==> src/rtl/seg_scan_ctrl_if.sv <==
// Handshake/bus bundle between a display client and seg_scan_ctrl.
// Latency: none; plain wires grouped for port convenience.
// Backpressure: none here; the client watches busy, and loads seen while busy are dropped.
//
// Signals:
//   value    [9:0]  unsigned amount to display (captured on an accepted load)
//   load            one-cycle convert request
//   blank_en        leading-zero blanking enable
//   disp_en         display enable (0 turns every anode off)
//   busy            conversion in progress
//   done            one-cycle pulse when new digits are latched
//   ovf             last loaded value was above 999 and got clamped
//   bcd_out  [3:0]  digit for the shared 7-segment decoder
//   an       [2:0]  active-low anodes: [0]=units, [1]=tens, [2]=hundreds
//
// Modports: master = the client driving requests, slave = seg_scan_ctrl.

interface seg_scan_ctrl_if;
   logic [9:0] value;
   logic       load;
   logic       blank_en;
   logic       disp_en;
   logic       busy;
   logic       done;
   logic       ovf;
   logic [3:0] bcd_out;
   logic [2:0] an;

   modport master (
      output value, load, blank_en, disp_en,
      input  busy, done, ovf, bcd_out, an
   );

   modport slave (
      input  value, load, blank_en, disp_en,
      output busy, done, ovf, bcd_out, an
   );
endinterface

==> src/rtl/seg_scan_ctrl.sv <==
// Binary-to-BCD converter plus 3-digit multiplexed 7-segment scan driver.
// Latency: load to done is 11 cycles (10 shift cycles); bcd_out/an lag slot select by 1 cycle.
// Backpressure: busy is high during conversion; loads arriving while busy are dropped, not queued.
//
// Ports:
//   clk    - single system clock, all state on the rising edge
//   rst_n  - asynchronous active-low reset
//   bus    - seg_scan_ctrl_if.slave (value/load/blank_en/disp_en in,
//            busy/done/ovf/bcd_out/an out)
// Parameter:
//   REFRESH_DIV - clk cycles spent on each digit slot (2 .. 2**20)

module seg_scan_ctrl #(
   parameter int unsigned REFRESH_DIV = 100000
) (
   input  logic           clk,
   input  logic           rst_n,
   seg_scan_ctrl_if.slave bus
);

   localparam int unsigned   PW        = $clog2(REFRESH_DIV);
   localparam logic [PW-1:0] PRESC_MAX = PW'(REFRESH_DIV - 1);
   localparam logic [PW-1:0] PRESC_ONE = PW'(1);

   typedef enum logic [0:0] {
      IDLE = 1'b0,
      CONV = 1'b1
   } state_t;

   typedef enum logic [1:0] {
      SLOT_U = 2'd0,
      SLOT_T = 2'd1,
      SLOT_H = 2'd2
   } slot_t;

   // ------------------------------------------------------------------
   // Conversion state
   // ------------------------------------------------------------------
   state_t      state;
   logic [3:0]  bit_cnt;
   logic [9:0]  bin_sr;
   // Only 11 BCD bits are held between shifts: the input is at most 999,
   // so before the last shift the partial result is at most 499 and the
   // hundreds nibble fits in 3 bits. Its 4th bit can only appear on the
   // final shift, which is taken straight from bcd_nxt.
   logic [10:0] bcd_sr;
   logic        ovf_pend;
   logic        busy_q;
   logic        done_q;
   logic        ovf_q;
   logic [3:0]  hund;
   logic [3:0]  tens;
   logic [3:0]  units;

   logic [9:0]  value_cl;
   logic        value_big;
   logic [7:0]  bcd_adj;
   logic [11:0] bcd_nxt;
   logic [9:0]  bin_nxt;

   // ------------------------------------------------------------------
   // Scan state
   // ------------------------------------------------------------------
   logic [PW-1:0] presc;
   slot_t         slot;
   logic [3:0]    bcd_q;
   logic [2:0]    an_q;

   logic [3:0]    sel_dig;
   logic [2:0]    sel_an;
   logic          sel_blank;

   // Clamp out-of-range amounts to 999; the overflow flag rides along
   // until the digits are published.
   always_comb begin
      value_big = (bus.value > 10'd999);
      value_cl  = value_big ? 10'd999 : bus.value;
   end

   // One double-dabble step: add 3 to any nibble >= 5, then shift the
   // BCD/binary pair left by one. The hundreds nibble never reaches 5
   // before a shift for inputs <= 999, so it needs no correction.
   always_comb begin
      bcd_adj = bcd_sr[7:0];
      if (bcd_sr[3:0] >= 4'd5) begin
         bcd_adj[3:0] = bcd_sr[3:0] + 4'd3;
      end
      if (bcd_sr[7:4] >= 4'd5) begin
         bcd_adj[7:4] = bcd_sr[7:4] + 4'd3;
      end
      bcd_nxt = {bcd_sr[10:8], bcd_adj, bin_sr[9]};
      bin_nxt = {bin_sr[8:0], 1'b0};
   end

   // Control FSM. Display digits are written only on the last shift so
   // the scan never shows partial results.
   always_ff @(posedge clk or negedge rst_n) begin
      if (!rst_n) begin
         state    <= IDLE;
         bit_cnt  <= 4'd0;
         bin_sr   <= 10'd0;
         bcd_sr   <= 11'd0;
         ovf_pend <= 1'b0;
         busy_q   <= 1'b0;
         done_q   <= 1'b0;
         ovf_q    <= 1'b0;
         hund     <= 4'd0;
         tens     <= 4'd0;
         units    <= 4'd0;
      end else begin
         done_q <= 1'b0;
         case (state)
            IDLE: begin
               if (bus.load) begin
                  bin_sr   <= value_cl;
                  bcd_sr   <= 11'd0;
                  bit_cnt  <= 4'd0;
                  ovf_pend <= value_big;
                  busy_q   <= 1'b1;
                  state    <= CONV;
               end
            end
            CONV: begin
               bin_sr  <= bin_nxt;
               bcd_sr  <= bcd_nxt[10:0];
               bit_cnt <= bit_cnt + 4'd1;
               if (bit_cnt == 4'd9) begin
                  hund   <= bcd_nxt[11:8];
                  tens   <= bcd_nxt[7:4];
                  units  <= bcd_nxt[3:0];
                  ovf_q  <= ovf_pend;
                  done_q <= 1'b1;
                  busy_q <= 1'b0;
                  state  <= IDLE;
               end
            end
            default: begin
               busy_q <= 1'b0;
               state  <= IDLE;
            end
         endcase
      end
   end

   // Slot decode: digit, anode pattern and leading-zero blanking.
   always_comb begin
      sel_dig   = units;
      sel_an    = 3'b110;
      sel_blank = 1'b0;
      case (slot)
         SLOT_T: begin
            sel_dig   = tens;
            sel_an    = 3'b101;
            sel_blank = bus.blank_en && (hund == 4'd0) && (tens == 4'd0);
         end
         SLOT_H: begin
            sel_dig   = hund;
            sel_an    = 3'b011;
            sel_blank = bus.blank_en && (hund == 4'd0);
         end
         default: begin
            sel_dig   = units;
            sel_an    = 3'b110;
            sel_blank = 1'b0;
         end
      endcase
   end

   // Free-running refresh scan, independent of conversion and disp_en.
   // bcd_out keeps carrying the selected digit even when the anodes are off.
   always_ff @(posedge clk or negedge rst_n) begin
      if (!rst_n) begin
         presc <= '0;
         slot  <= SLOT_U;
         bcd_q <= 4'd0;
         an_q  <= 3'b111;
      end else begin
         if (presc == PRESC_MAX) begin
            presc <= '0;
            case (slot)
               SLOT_U:  slot <= SLOT_T;
               SLOT_T:  slot <= SLOT_H;
               default: slot <= SLOT_U;
            endcase
         end else begin
            presc <= presc + PRESC_ONE;
         end
         bcd_q <= sel_dig;
         an_q  <= (!bus.disp_en || sel_blank) ? 3'b111 : sel_an;
      end
   end

   assign bus.busy    = busy_q;
   assign bus.done    = done_q;
   assign bus.ovf     = ovf_q;
   assign bus.bcd_out = bcd_q;
   assign bus.an      = an_q;

endmodule

==> src/flat_wrapper.sv <==
// flat-port wrapper written by rule: the top's interface ports become plain ports
module seg_scan_ctrl_flat 
#(
   parameter int unsigned REFRESH_DIV = 100000
)
  (clk, rst_n, bus_value, bus_load, bus_blank_en, bus_disp_en, bus_busy, bus_done, bus_ovf, bus_bcd_out, bus_an);
  seg_scan_ctrl_if bus_i ();
  input  logic clk;
  input  logic rst_n;
  input wire logic [$bits(bus_i.value)-1:0] bus_value;
  input wire logic [$bits(bus_i.load)-1:0] bus_load;
  input wire logic [$bits(bus_i.blank_en)-1:0] bus_blank_en;
  input wire logic [$bits(bus_i.disp_en)-1:0] bus_disp_en;
  output wire logic [$bits(bus_i.busy)-1:0] bus_busy;
  output wire logic [$bits(bus_i.done)-1:0] bus_done;
  output wire logic [$bits(bus_i.ovf)-1:0] bus_ovf;
  output wire logic [$bits(bus_i.bcd_out)-1:0] bus_bcd_out;
  output wire logic [$bits(bus_i.an)-1:0] bus_an;
  assign bus_i.value = bus_value;
  assign bus_i.load = bus_load;
  assign bus_i.blank_en = bus_blank_en;
  assign bus_i.disp_en = bus_disp_en;
  assign bus_busy = bus_i.busy;
  assign bus_done = bus_i.done;
  assign bus_ovf = bus_i.ovf;
  assign bus_bcd_out = bus_i.bcd_out;
  assign bus_an = bus_i.an;
  seg_scan_ctrl #(.REFRESH_DIV(REFRESH_DIV)) u_core (.clk(clk), .rst_n(rst_n), .bus(bus_i));
endmodule
==> config.mk <==
export PLATFORM = sky130hd
export DESIGN_NAME = seg_scan_ctrl_flat
export DESIGN_NICKNAME = d
export VERILOG_FILES = /design/src/rtl/seg_scan_ctrl_if.sv /design/src/rtl/seg_scan_ctrl.sv /design/src/flat_wrapper.sv
export SDC_FILE = /design/constraint.sdc
export NUM_CORES = 1
export LEC_CHECK = 0
export CELL_PAD_IN_SITES_DETAIL_PLACEMENT = 1
export CELL_PAD_IN_SITES_GLOBAL_PLACEMENT = 2
export CORE_ASPECT_RATIO = 0.5
export CORE_MARGIN = 3
export CORE_UTILIZATION = 38
export CTS_CLUSTER_SIZE = 10
export DETAILED_ROUTE_END_ITERATION = 7
export PLACE_DENSITY_LB_ADDON = 0.1
export SLEW_MARGIN = 20
export SYNTH_ARGS = -nofsm -noshare
export SYNTH_HDL_FRONTEND = slang
export SYNTH_SLANG_ARGS = --single-unit
==> constraint.sdc <==
create_clock -name clk -period 2.2 [get_ports clk]
set_input_delay 0.22 -clock clk [delete_from_list [all_inputs] [get_ports clk]]
set_output_delay 0.22 -clock clk [all_outputs]
set_load 0.02 [all_outputs]
* Word level (Yosys, flattened, before mapping)
Cells that the tools add are included.
Widths: inputs -> output; s select.
** Word-level totals
- Register bits after elaboration :: 68
- Output and inout bits :: 10
** Operators by class
- $lt $le $gt $ge :: 3
- Bitwise operators :: 1
- Muxes and demuxes :: 23
- Reduce and logical (&&, ||, !) cells :: 10
- $add $sub $neg :: 4
- Eq/ne operators :: 6
** Operator list (number)
- $pmux 11 s2 :: 1
- $mux 10 :: 2
- $pmux 10 s2 :: 1
- $add 17x1->17 const B :: 1
- $eq 17x17->1 const B :: 1
- $mux 17 :: 1
- $pmux 4 s2 :: 2
- $mux 4 :: 3
- $mux 11 :: 1
- $gt 10x10->1 const B :: 1
- $add 4x2->4 const B :: 2
- $ge 4x3->1 const B :: 2
- $logic_not 4->1 :: 2
- $mux 1 :: 6
- $pmux 1 s2 :: 3
- $pmux 3 s2 :: 1
- $reduce_and 2->1 :: 3
- $add 4x1->4 const B :: 1
- $eq 4x4->1 const B :: 1
- $ne 2x2->1 const B :: 2
- $pmux 2 s2 :: 1
- $mux 3 :: 1
- $eq 2x1->1 const B :: 1
- $eq 2x2->1 const B :: 1
- 5 further kinds :: 6

* Logic depth before layout (Yosys ltp)
- Depth after elaboration :: 6
- Depth in mapped cells :: 6
- Gate-level depth less buffers :: 6

* Worst setup path before layout
OpenSTA, ideal clock, no wires.
- Path kind :: flip-flop to flip-flop
- Start :: register u_core.presc[12]
- End :: register u_core.slot[1]
- Buffers on the path :: 1
- Path slack :: 0.637 ns
- Library setup time :: 0.120 ns
- Stages on the path, launching flop included :: 5
- Arrival time :: 1.444 ns
- Period minus slack after synthesis :: 1.563 ns
- Path through :: dfrtp_1 -> or4_4 -> nor4_4 -> buf_6 -> o21ai_2
** On the way
- Cells in the longest elaborated chain, start to end :: 1
** Ends and longest elaborated chain
- start, declared :: line seg_scan_ctrl.sv:64 : logic [PW-1:0] presc;
- start signal, assigned :: line seg_scan_ctrl.sv:186 : presc <= presc + PRESC_ONE;
- $eq 17x17->1 :: line seg_scan_ctrl.sv:178 : if (presc == PRESC_MAX) begin
- end signal, assigned :: line seg_scan_ctrl.sv:181 : SLOT_U: slot <= SLOT_T;
- end signal, assigned :: line seg_scan_ctrl.sv:182 : SLOT_T: slot <= SLOT_H;
- end signal, assigned :: line seg_scan_ctrl.sv:183 : default: slot <= SLOT_U;
- end, declared :: line seg_scan_ctrl.sv:65 : slot_t slot;
Every way passes these cells.
A chain may end at the register's enable or synchronous reset.

* Worst setup path in the final report
- Start :: register u_core.bcd_sr[0]
- End :: register u_core.units[2]
** On the way
- Cells in the longest elaborated chain, start to end :: 2
- Elaborated cells on any way between the ends :: 3
- Classes of those cells :: add/sub: 1; order compare: 1; mux: 1
** Ends and longest elaborated chain
- start, declared :: line seg_scan_ctrl.sv:46 : logic [10:0] bcd_sr;
- start signal, assigned :: line seg_scan_ctrl.sv:125 : bcd_sr <= bcd_nxt[10:0];
- $add 4x2->4 / $ge 4x3->1 (equally long branches) :: line seg_scan_ctrl.sv:86, seg_scan_ctrl.sv:85
- $mux 4 * :: line seg_scan_ctrl.sv:85 : if (bcd_sr[3:0] >= 4'd5) begin
- end signal, assigned :: line seg_scan_ctrl.sv:130 : units <= bcd_nxt[3:0];
- end, declared :: line seg_scan_ctrl.sv:53 : logic [3:0] units;
Mark *: on every way between the ends. The rest lies on a longest branch, timed or not.

==> results by group <==
Placement
  – Detailed placer's ending HPWL: 4690 µm
  – # port buffers: 24
  – Placed inst area: 3530 µm²
  – Gp weighted congestion: 0.795

Die
  – Die height: 70.3 µm
  – Core ar.: 7680 µm²
  – Ports: 25
  – Initial Utilization: 40.9%
  – FP Rows: 22
  – Die Width: 135 µm
  – Die Area: 9460 µm²

Logic synthesis
  – Syn. warnings: 0
  – Synth area leader: dfrtp_1
  – Syn nets: 319
  – Prevailing post-synth register cell: dfrtp_1
  – Xor/xnor cell area share of the yosys netlist: 5.30%
  – Async set-reset flop share out of synthesis: 100%
  – Mux contribution to synthesized area: 5.18%
  – Mapped Avg Cell Area: 10.7 µm²
  – Synth unique cells: 41
  – Ranking of synthesized cells by area: dfrtp_1 52%, mux2i_1 4.5%, ha_1 4.4%, nand2_1 4.3%, xnor2_1 3.3%
  – Synth Area in Compound Gates: 9.12%
  – Synth Instances: 293
  – Synth Area in Adders: 4.38%
  – Simple-Gate Fraction of Synth Area: 19.2%
  – Cell area after synthesis: 3140 µm²
  – Synth Register Bits: 68
  – Main combinational cell family by area after synthesis: simple AND/OR/NAND/NOR gates
  – Sequential share of the synthesized area: 54.3%
  – Post-synth top area share: 51.8%
  – EDFF count, synth: 0

Critical path
  – Critical path class: flop to flop
  – Crit path largest cell delay: 0.39 ns
  – R2r startpoint: u_core.bcd_sr[0]
  – CP cell instances: inv_1 -> ha_1 -> nand2b_1 -> a21oi_1 -> mux2_2 -> o21ai_0
  – CP max stage cell: dfrtp_1
  – CP max FO: 3
  – Reg2reg setup slack: 0.49 ns
  – Crit end category: flop
  – CP arrival: 1.94 ns
  – Startpoint Class: flop
  – R2R cell count: 6
  – CP Data Required Time: 2.44 ns
  – RR Endpoint: u_core.units[2]

Pwr
  – Peak supply drop: 0.000454 V
  – P_leak: 0.00170 µW
  – Power Total: 4440 µW
  – PwrDens: 1170 nW/µm²

Timing
  – Pins Over Slew Limit: 0
  – WHS: 0.438 ns
  – Slew @ Worst Pin: 0.475 ns
  – Achievable Freq: 0.586 GHz
  – Skew final: 0.00308 ns
  – Min cycle time layout: 1.71 ns
  – Final hold vios: 0
  – Max_slew headroom: 68.1%
  – Finish-stage setup viols: 0
  – Setup_tns: 0 ns
  – Final Cycle Share: 77.5%
  – RSZ-0062 raised after global routing: no

Drt
  – Via-to-Cell Ratio: 5.06
  – Via count: 2206
  – First drt pass iteration count: 4
  – Final ANT Viol Nets: 0
  – Final wirelength: 6660 µm
  – Drt initial violations: 89
  – WL/cell: 15.3 µm
  – Drt drc: 0

GRT
  – Global-route wire length before repair: 11800 µm
  – GRT Util Overall: 16.0%
  – Vias in the first global route: 2434
  – Largest net degree at the start of global routing: 69
  – GR Overflow Total: 0
  – Initial antenna violation count: 0

Finish
  – Design area: 3790 µm²
  – Fin nets: 351
  – Layout cell share with drive strength beyond 1: 9.45%
  – Filler cells: 847
  – Fin util: 49.4%
  – Ant. Diodes: 0
  – Area Growth Syn to Fin: 20.8%

Clock network
  – Clk pin slew, worst setup/hold paths: 0.05 ns
  – CTS Buf Count: 9
  – Max clock buf depth: 2
  – Root buf cell: clkbuf_16
  – Depth of the CTS H-tree: 3
  – Clk Latency, worst-skew pair: 0.33 ns
  – Clock Sinks: 68
  – CTS tree: yes
  – Post-CTS Setup Inserts: 0

Outcome
  – Run status: finished clean

Run
  – Max-cap violation count: 0

Worst hold path
  – Hold Crit Class: primary input to async pin
==> per-layer routing <==
metal	GRT usage [%]	vias to the layer above	part of all wire (%)
met3	5.47	10	3.4
met1	20.9	1085	50
met5	0	-	0
met2	24.5	29	45
met4	6.21	0	1.2
li1	-	1082	-
==> cell usage after synthesis, types with 7 or more instances <==
cell type / count
a21oi_1: 10
clkbuf_1: 7
dfrtp_1: 65
ha_1: 11
inv_1: 7
mux2i_1: 14
nand2_1: 36
nand2b_1: 14
nand3_1: 8
nand4_1: 9
nor2_1: 22
o21ai_0: 20
xnor2_1: 12
xor2_1: 7
==> critical path, delay by kind of cell (launching register included) <==
family | cells | cell delay, ns
flops | 1 | 0.39
fa+ha+maj | 1 | 0.22
buf+inv | 1 | 0.13
mux | 1 | 0.38
compound gates | 2 | 0.41
simple gates | 1 | 0.08
==> worst max path at each step <==
| stage | startpoint | to | depth (start not counted) |
|---|---|---|---|
| 2_1_floorplan | u_core.presc[12] | u_core.slot[1] | 4 |
| 3_3_place_gp | u_core.presc[12] | u_core.slot[0] | 5 |
| 3_5_place_dp | u_core.bcd_sr[0] | u_core.units[2] | 6 |
| 4_1_cts | u_core.bcd_sr[0] | u_core.units[2] | 6 |
| 5_1_grt | u_core.bcd_sr[4] | u_core.bcd_sr[6] | 6 |
| 6_report | u_core.bcd_sr[0] | u_core.units[2] | 6 |
==> timing repair <==
action | CTS | global route
gates resized for setup | 0 | 0
hold buffers | 1 | 0
hold endpoints to repair | 65 | 0
==> where the power goes <==
| part | switching (µW) | internal (µW) | total (µW) | leakage (µW) |
|---|---|---|---|---|
| clock | 493 | 773 | 1270 | 0.000131 |
| sequential | 280 | 1620 | 1890 | 0.000870 |
| combinational | 686 | 594 | 1280 | 0.000698 |
==> placed cells by master, fill, tap and decap left out, types with 10 or more instances in the layout <==
master           count
nand2b_1            14
xnor2_1             12
a21oi_1             10
nor2_1              22
clkdlybuf4s50_1     23
nand2_1             36
mux2i_1             14
dfrtp_1             65
ha_1                11
o21ai_0             20
==> cell families (layout without fill, tap and decap cells) <==
family,count (synthesis),in the layout
buffers and inverters,19,54
and+or+nand+nor,113,113
adders and majority gates,11,11
muxes,16,16
DFF,68,68
AOI/OAI and AO/OA,47,47
xor gates and xnor gates,19,19
==> state kept, by name, summed over array words and instances (netlist names) <==
signal / cells
u_core.bcd_sr: 11
u_core.bin_sr: 10
u_core.bit_cnt: 4
u_core.bus.an: 3
u_core.bus.bcd_out: 4
u_core.bus.busy: 1
u_core.bus.done: 1
u_core.bus.ovf: 1
u_core.hund: 4
u_core.ovf_pend: 1
u_core.presc: 17
u_core.slot: 2
u_core.state: 1
u_core.tens: 4
u_core.units: 4
==> final cells by class <==
type                       count  area (µm²)  area share [%]
tap                          108         135            3.56
inverter                       8        30.0           0.791
sequential                    68        1710            44.9
clock buffer                  11         243            6.40
timing repair buffer          32         310            8.18
multi-input combinational    206        1360            35.7
clock inverter                 3        15.0           0.396
==> metrics by stage <==
stage | setup WS, ns | std cells
2_1_floorplan | 0.637 | 293
5_1_grt | 0.337 | 436
4_1_cts | 0.477 | 436
3_5_place_dp | 0.495 | 421
6_report | 0.495 | 436
3_3_place_gp | 0.584 | 421
(Power assumes the default switching activity.)
